==> src/rtl/riscv_pkg.sv <==
// Shared pipeline definitions for the data-memory access path.
package riscv_pkg;

  // MEM-stage access sequencer states.
  typedef enum logic [1:0] {
    IDLE,
    REQ,
    WAIT,
    DONE
  } dmem_state_t;

  localparam int unsigned DMEM_TIMEOUT_DEFAULT = 16;

  // Byte-offset bits that must be zero for a word-aligned address.
  localparam logic [1:0] WORD_ALIGN_MASK = 2'b11;

endpackage

==> src/rtl/dmem_timeout_cnt.sv <==
// Saturating bus-timeout counter: clear has priority over enable.
// hit_o is asserted once the count has reached LIMIT-1.
module dmem_timeout_cnt #(
  parameter  int unsigned LIMIT = 16,
  localparam int unsigned W     = $clog2(LIMIT + 1)
) (
  input  logic clk,
  input  logic reset,
  input  logic clear_i,
  input  logic en_i,
  output logic hit_o
);

  logic [W-1:0] cnt_q, cnt_d;

  // Next count: clear, else increment until saturated at LIMIT.
  always_comb begin
    cnt_d = cnt_q;
    if (clear_i) begin
      cnt_d = '0;
    end else if (en_i && (cnt_q != W'(LIMIT))) begin
      cnt_d = cnt_q + W'(1);
    end
  end

  // Count register.
  always_ff @(posedge clk or posedge reset) begin
    if (reset) begin
      cnt_q <= '0;
    end else begin
      cnt_q <= cnt_d;
    end
  end

  // >= rather than == so a grant on the last REQ cycle still leaves the
  // following WAIT cycle bounded once the count has moved past LIMIT-1.
  assign hit_o = (cnt_q >= W'(LIMIT - 1));

endmodule

==> src/rtl/dmem_access_ctrl.sv <==
// MEM-stage data-memory access controller (word lw/sw only).
// Sequences IDLE -> REQ -> WAIT -> DONE over a req/gnt/rvalid port, stalls
// the pipeline until the access completes and aborts on bus timeout.
// Optional build macro MISALIGN_TRAP_EN: misaligned accesses skip the bus and
// pulse misalign_o; otherwise the address is forced word-aligned.
module dmem_access_ctrl
  import riscv_pkg::*;
#(
  parameter int unsigned TIMEOUT_CYCLES = DMEM_TIMEOUT_DEFAULT,
  parameter int unsigned ADDR_W         = 32
) (
  input  logic              clk,
  input  logic              reset,
  input  logic              mem_read_i,
  input  logic              mem_write_i,
  input  logic [ADDR_W-1:0] addr_i,
  input  logic [31:0]       wdata_i,
  output logic              stall_o,
  output logic [31:0]       load_data_o,
  output logic              load_valid_o,
  output logic              bus_err_o,
  output logic              misalign_o,
  output logic              dmem_req_o,
  output logic              dmem_we_o,
  output logic [ADDR_W-1:0] dmem_addr_o,
  output logic [31:0]       dmem_wdata_o,
  input  logic              dmem_gnt_i,
  input  logic              dmem_rvalid_i,
  input  logic [31:0]       dmem_rdata_i
);

  dmem_state_t       state_q, state_d;
  logic [ADDR_W-1:0] addr_q, addr_d;
  logic [31:0]       wdata_q, wdata_d;
  logic [31:0]       load_data_q, load_data_d;
  logic              we_q, we_d;
  logic              err_q, err_d;
  logic              mis_q, mis_d;

  logic access;
  logic to_hit;
  logic cnt_clear;
  logic cnt_en;

  assign access    = mem_read_i | mem_write_i;
  assign cnt_clear = (state_q == IDLE);
  assign cnt_en    = (state_q == REQ) || (state_q == WAIT);

`ifdef MISALIGN_TRAP_EN
  logic misaligned;
  assign misaligned = |(addr_i[1:0] & WORD_ALIGN_MASK);
`endif

  dmem_timeout_cnt #(
    .LIMIT (TIMEOUT_CYCLES)
  ) u_timeout_cnt (
    .clk     (clk),
    .reset   (reset),
    .clear_i (cnt_clear),
    .en_i    (cnt_en),
    .hit_o   (to_hit)
  );

  // Next-state, request latches and completion status.
  always_comb begin
    state_d     = state_q;
    addr_d      = addr_q;
    wdata_d     = wdata_q;
    we_d        = we_q;
    err_d       = err_q;
    mis_d       = mis_q;
    load_data_d = load_data_q;
    unique case (state_q)
      IDLE: begin
        if (access) begin
          addr_d  = addr_i;
          wdata_d = wdata_i;
          we_d    = mem_write_i;
          err_d   = 1'b0;
          mis_d   = 1'b0;
          state_d = REQ;
`ifdef MISALIGN_TRAP_EN
          if (misaligned) begin
            mis_d   = 1'b1;
            state_d = DONE;
          end
`endif
        end
      end
      REQ: begin
        if (dmem_gnt_i) begin
          state_d = WAIT;
        end else if (to_hit) begin
          state_d = DONE;
          err_d   = 1'b1;
          if (!we_q) load_data_d = '0;
        end
      end
      WAIT: begin
        if (dmem_rvalid_i) begin
          state_d = DONE;
          if (!we_q) load_data_d = dmem_rdata_i;
        end else if (to_hit) begin
          state_d = DONE;
          err_d   = 1'b1;
          if (!we_q) load_data_d = '0;
        end
      end
      DONE: begin
        state_d = IDLE;
      end
      default: begin
        state_d = IDLE;
      end
    endcase
  end

  // State and latch registers.
  always_ff @(posedge clk or posedge reset) begin
    if (reset) begin
      state_q     <= IDLE;
      addr_q      <= '0;
      wdata_q     <= '0;
      we_q        <= 1'b0;
      err_q       <= 1'b0;
      mis_q       <= 1'b0;
      load_data_q <= '0;
    end else begin
      state_q     <= state_d;
      addr_q      <= addr_d;
      wdata_q     <= wdata_d;
      we_q        <= we_d;
      err_q       <= err_d;
      mis_q       <= mis_d;
      load_data_q <= load_data_d;
    end
  end

  // Stall is gated by reset so every output reads 0 while reset is held.
  assign stall_o = ~reset & (((state_q == IDLE) & access) |
                             (state_q == REQ) | (state_q == WAIT));

  assign dmem_req_o   = (state_q == REQ);
  assign dmem_we_o    = we_q;
  assign dmem_wdata_o = wdata_q;
  assign load_data_o  = load_data_q;
  assign load_valid_o = (state_q == DONE) & ~we_q & ~err_q & ~mis_q;
  assign bus_err_o    = (state_q == DONE) & err_q;

`ifdef MISALIGN_TRAP_EN
  assign misalign_o  = (state_q == DONE) & mis_q;
  assign dmem_addr_o = addr_q;
`else
  assign misalign_o  = 1'b0;
  assign dmem_addr_o = {addr_q[ADDR_W-1:2], addr_q[1:0] & ~WORD_ALIGN_MASK};
`endif

endmodule

==> config.mk <==
export PLATFORM = sky130hd
export DESIGN_NAME = dmem_access_ctrl
export DESIGN_NICKNAME = d
export VERILOG_FILES = /design/src/rtl/riscv_pkg.sv /design/src/rtl/dmem_timeout_cnt.sv /design/src/rtl/dmem_access_ctrl.sv
export SDC_FILE = /design/constraint.sdc
export NUM_CORES = 1
export LEC_CHECK = 0
export CORE_UTILIZATION = 36
export CTS_CLUSTER_SIZE = 25
export DETAILED_ROUTE_END_ITERATION = 6
export HOLD_SLACK_MARGIN = 0.15
export PLACE_DENSITY = 0.86
export RECOVER_POWER = 25
export SYNTH_ARGS = -nofsm -noshare
export SYNTH_HDL_FRONTEND = slang
export SYNTH_SLANG_ARGS = --single-unit
export TNS_END_PERCENT = 50
==> constraint.sdc <==
create_clock -name clk -period 3.15 [get_ports clk]
set_input_delay 0.4725 -clock clk [delete_from_list [all_inputs] [get_ports clk]]
set_output_delay 0.4725 -clock clk [all_outputs]
set_load 0.005 [all_outputs]
Yosys cells after proc, flatten, opt, wreduce, memory -nomap -nowiden
Index checks and enable logic that the tools add are counted.
- register bits: 105
- input port bits: 102
- output and inout port bits: 102
- word-level logic and storage cells: 55
- $add $sub $neg: 1
- magnitude comparators: 1
- equal/unequal tests: 8
- multiplexer cells: 18
- bitwise operators: 11
- reductions and logical operators: 9
- operator list (operator ; number):
    two-way mux 32 bit ; 5
    one-hot mux 32 bit (2 select lines) ; 1
    two-way mux 5 bit ; 2
    two-way mux 2 bit ; 4
    one-hot mux 2 bit (4 select lines) ; 1
    != test 2 bit (second input constant) ; 3
    adder 5 x 1 -> 5 bit (second input constant) ; 1
    bitwise AND 1 bit ; 5
    greater-or-equal comparator 5 x 4 -> 1 bit (second input constant) ; 1
    != test 5 bit (second input constant) ; 1
    == test 2 bit (second input constant) ; 2
    two-way mux 1 bit ; 4
    AND reduction 4 bit ; 1
    nonzero test 2 bit ; 2
    != test 3 bit (second input constant) ; 1
    NOT 1 bit ; 3
    OR 1 bit ; 3
    one-hot mux 1 bit (3 select lines) ; 1
    AND reduction 3 bit ; 1
    nonzero test 3 bit ; 1
    == test 2 x 1 -> 1 bit (second input constant) ; 1
    logical NOT 2 bit ; 1
    AND reduction 2 bit ; 1
    logical AND 1 bit ; 1
    logical OR 1 bit ; 1

Longest topological paths before layout
- depth in word-level cells: 5
- depth in mapped cells: 7
- depth with buffers taken out: 6

Modules after synthesis
A second synthesis with hierarchy kept.
- cells, all modules: 278
- area, all modules: 4205.3 µm²
- modules (own cells, without submodules) (module ; instances ; cells an instance ; area each (µm²) ; sequential area each (µm²)):
    dmem_access_ctrl ; 1 ; 244 ; 3873.7 ; 2452.4
    dmem_timeout_cnt ; 1 ; 34 ; 331.6 ; 125.1

Worst setup path after synthesis
OpenSTA, ideal clock, no wires.
- kind: reg2reg
- start point: reg u_timeout_cnt.cnt_q[0]
- end point: reg load_data_q[0] (netlist: load_data_o[0])
- library setup time: 0.065 ns
- arrival: 1.887 ns
- data required time: 3.085 ns
- path slack: 1.197 ns
- stages on the path, launching flop included: 8
- path buffers: 1
- clock period less this slack: 1.953 ns
- cells stage by stage: dfrtp_1 > ha_1 > and3_1 > ha_1 > or2_4 > o311ai_4 > buf_6 > a22o_1
- word-level cells in the longest chain between the ends: 4
- elaborated cells on any way between the ends: 5
- classes of those cells: 1 x order compare; 4 x mux
- ends and longest elaborated chain (item ; RTL line ; text):
    start: declaration ; dmem_timeout_cnt.sv:14 ; logic [W-1:0] cnt_q, cnt_d;
    start signal: assignment ; dmem_timeout_cnt.sv:31 ; cnt_q <= cnt_d;
    greater-or-equal comparator 5 x 4 -> 1 bit (*) ; dmem_timeout_cnt.sv:37 ; assign hit_o = (cnt_q >= W'(LIMIT - 1));
    two-way mux 32 bit (*) ; -- ;
    two-way mux 32 bit (on tied branches) ; -- ;
    one-hot mux 32 bit (2 select lines) (*) ; -- ;
    end signal: assignment ; dmem_access_ctrl.sv:135 ; load_data_q <= load_data_d;
    end: declaration ; dmem_access_ctrl.sv:35 ; logic [31:0] load_data_q, load_data_d;
Mark *: on every way between the ends. The rest lies on a longest branch, timed or not. The select of a mux whose other input is x is not followed.
A chain may end at the register's enable or synchronous reset.

Final worst setup path
- start point: reg state_q[0]
- end point: out stall_o
- word-level cells in the longest chain between the ends: 5
- elaborated cells on any way between the ends: 7
- classes of those cells: 2 x eq/ne; 4 x bitwise; 1 x reduce/logical
- ends and longest elaborated chain (item ; RTL line ; text):
    start: declaration ; dmem_access_ctrl.sv:32 ; dmem_state_t state_q, state_d;
    start signal: assignment ; dmem_access_ctrl.sv:129 ; state_q <= state_d;
    logical NOT 2 bit ; dmem_access_ctrl.sv:140 ; assign stall_o = ~reset & (((state_q == IDLE) & access) |
    bitwise AND 1 bit ; dmem_access_ctrl.sv:140 ;
    OR 1 bit ; dmem_access_ctrl.sv:140 ;
    OR 1 bit (*) ; dmem_access_ctrl.sv:141 ; (state_q == REQ) | (state_q == WAIT));
    bitwise AND 1 bit (*) ; dmem_access_ctrl.sv:140 ;
    end: declaration ; dmem_access_ctrl.sv:18 ; output logic stall_o,
Mark *: on every way between the ends. The rest lies on a longest branch, timed or not.

==> results.txt <==
Count of cell types in the netlist - 39
Setup bufs post-CTS - 0
Top FF cell, synth - dfrtp_1
Num CTS Buffers - 9
Number of global-route vias before repair - 3,225
Power Total - 6.27 mW
Unrepaired setup endpoints after global routing - false
Detail Route Antenna Nets - 0
Largest net degree at the start of global routing - 64
Post-DR vias/cell - 4.86
Starting density of the core - 0.375
Minimum hold slack - 491 ps
Post-synthesis compound-gate area fraction - 0.0997
Vias after detailed routing - 3,021
Cell Area, Synth - 4120 um^2
CTS resizes - 0
Critical Path Sink Type - primary output
HP Class - reg -> reg
Clk sinks - 103
Achievable clock frequency - 385 MHz
Worst Setup Start Kind - register
Post-DP Area - 6220 um^2
#FFs+latches synth - 103
Max_cap viols - 1
Peak VDD IR - 570 uV
R2r worst-path depth - 5
Routability-driven placement congestion ratio - 0.807
Global Route Usage Sum - 0.173
FP Rows - 38
Setup Skew - 7.75 ps
Synth Area in XOR/XNOR - 0.00213
Setup tns final - 0 ps
Gate Count Post-Synth - 279
Post-Synth Simple-Gate Area - 0.0462
Layout cells sized above 1 - 0.0519
Global-route wire length before repair - 16.0 mm
IO Count - 204
Fin crit period - 2600 ps
Status - finished with violations
Largest family of logic cells by synthesized area - multiplexers
Port bufs - 198
Post-Synth Adder-Cell Area - 0.0213
Leak - 2.78 nW
Post-synth EDFFs - 0
Synth async-reset ratio - 1.00
Avg Inst Size Synth - 14.8 um^2
Final Cycle Share - 0.825
Ant diodes - 0
DP HPWL - 7.40 mm
Sequential-to-total area share from yosys stat - 0.626
Routed wire length - 10.1 mm
Yosys warns - 0
Initial antenna violation count - 0
Worst Path Required - 2680 ps
Skew-Pair Late Insertion Delay - 340 ps
Violated checks - max-capacitance violations
Die footprint - 11,900 um^2
Die Wd - 109 um
WL per Instance - 16.2 um
Hold Crit Depth - 1
Final hold viol count - 0
H-tree depth - 3
Root buffer cell - clkbuf_16
Crit path kind - reg -> out
Power per standard cell area - 960 nW/um^2
Rel. slew slack - 0.0177
Remaining global-route overflow - 0
Slew @ Worst Pin - 1470 ps
Die Ht - 109 um
Worst EP arrival - 2130 ps
CTS tree - yes
DR iter-0 viols - 88
Post-layout net count - 586
Area delta synth->final - 58.8%
# setup viols final - 0
Pre-antenna DRT Iters - 5
Final instance area - 6540 um^2
Maximum net fanout on the critical path - 14
Clk buf depth - 2
Post-synthesis mux area share - 0.170
Core area - 11,000 um^2
Slew Viols, Final - 0
DRC Markers - 0
CTS Hold Bufs - 0
Reg clk slew, reported paths - 70 ps
==> logic make-up (layout without fill, tap and decap cells) <==
| group | after synthesis | in the layout |
|---|---|---|
| compound gates | 48 | 48 |
| xor+xnor | 1 | 1 |
| simple gates | 32 | 32 |
| fa+ha+maj | 7 | 7 |
| flops | 103 | 103 |
| mux | 62 | 62 |
| other cells | 1 | 3 |
| buf+inv | 25 | 226 |
==> worst max-delay path, stage by stage, from the launching register on <==
cell and delay (ps):
dfrtp_1 420, inv_1 120, ha_1 490, o21ai_4 110
a21oi_1 140, clkdlybuf4s50_1 520
==> where the power goes <==
group / leakage, nW / switching, mW / internal (mW)
clock: 0.158 / 0.499 / 0.706
combinational: 1.35 / 0.947 / 1.77
sequential: 1.28 / 0.366 / 1.98
total: 2.78 / 1.81 / 4.46
==> cells in the mapped netlist, types with 2 or more instances <==
cell | instances | area (um^2)
buf_6 | 3 | 33.8
a211oi_1 | 2 | 15.0
mux2_1 | 62 | 698
inv_1 | 8 | 30.0
buf_4 | 3 | 22.5
nor3b_1 | 3 | 22.5
a22o_1 | 33 | 289
buf_2 | 9 | 45.0
nand2_1 | 4 | 15.0
dfrtp_1 | 103 | 2580
nor3_1 | 4 | 20.0
a21oi_1 | 4 | 20.0
o21ai_0 | 2 | 10.0
and3_1 | 2 | 12.5
ha_1 | 7 | 87.6
nor2_1 | 7 | 26.3
==> final timing paths <==
check,from,end,slack (ps)
worst max-delay path,state_q[0],stall_o,550
worst min-delay path,addr_q[14],addr_q[14],490
worst max register to register,state_q[0],load_data_o[24],700
worst min register to register,addr_q[14],addr_q[14],490
max in group asynchronous,reset,dmem_wdata_o[9],730
min in group asynchronous,reset,state_q[1],950
==> flip-flops by register name, indices dropped and copies added, names as in the netlist <==
name / count
dmem_wdata_o: 32
state_q: 2
u_timeout_cnt.cnt_q: 5
load_data_o: 32
dmem_we_o: 1
addr_q: 30
err_q: 1
==> cells in the final DEF, fill, tap and decap left out, types with 3 or more instances in the layout <==
master	synthesis	final
clkdlybuf4s50_1	0	197
a21oi_1	4	4
inv_1	8	7
ha_1	7	7
nor2_1	7	7
conb_1	1	3
a22o_1	33	33
clkinv_4	0	3
nor3_1	4	4
clkbuf_16	0	9
mux2_1	62	62
dfrtp_1	103	103
nor3b_1	3	3
nand2_1	4	4
==> layout make-up <==
class                           count  area (um^2)
Fill cell                         914         4450
Clock buffer                        9          225
Multi-Input combinational cell    153         1410
Sequential cell                   103         2580
Clock inverter                      7          105
Inverter                            8         31.3
Timing Repair Buffer              202         2010
Tap cell                          140          175
==> per-stage QoR <==
stage	util	instances	worst slack [ps]
final	0.595	622	550
after global routing	0.595	622	295
after CTS	0.597	622	524
after detailed placement	0.567	606	666
after global placement	0.567	606	753
after floorplan	-	281	1200
==> metal layers <==
metal  track usage  vias to the layer above  share of wire
li1              -                     1401              -
met1         0.200                     1507           0.39
met2         0.312                      101           0.53
met3        0.0436                       12          0.063
met4        0.0550                        0          0.013
met5             0                        -              0
Power figures use the tool's default switching activity.
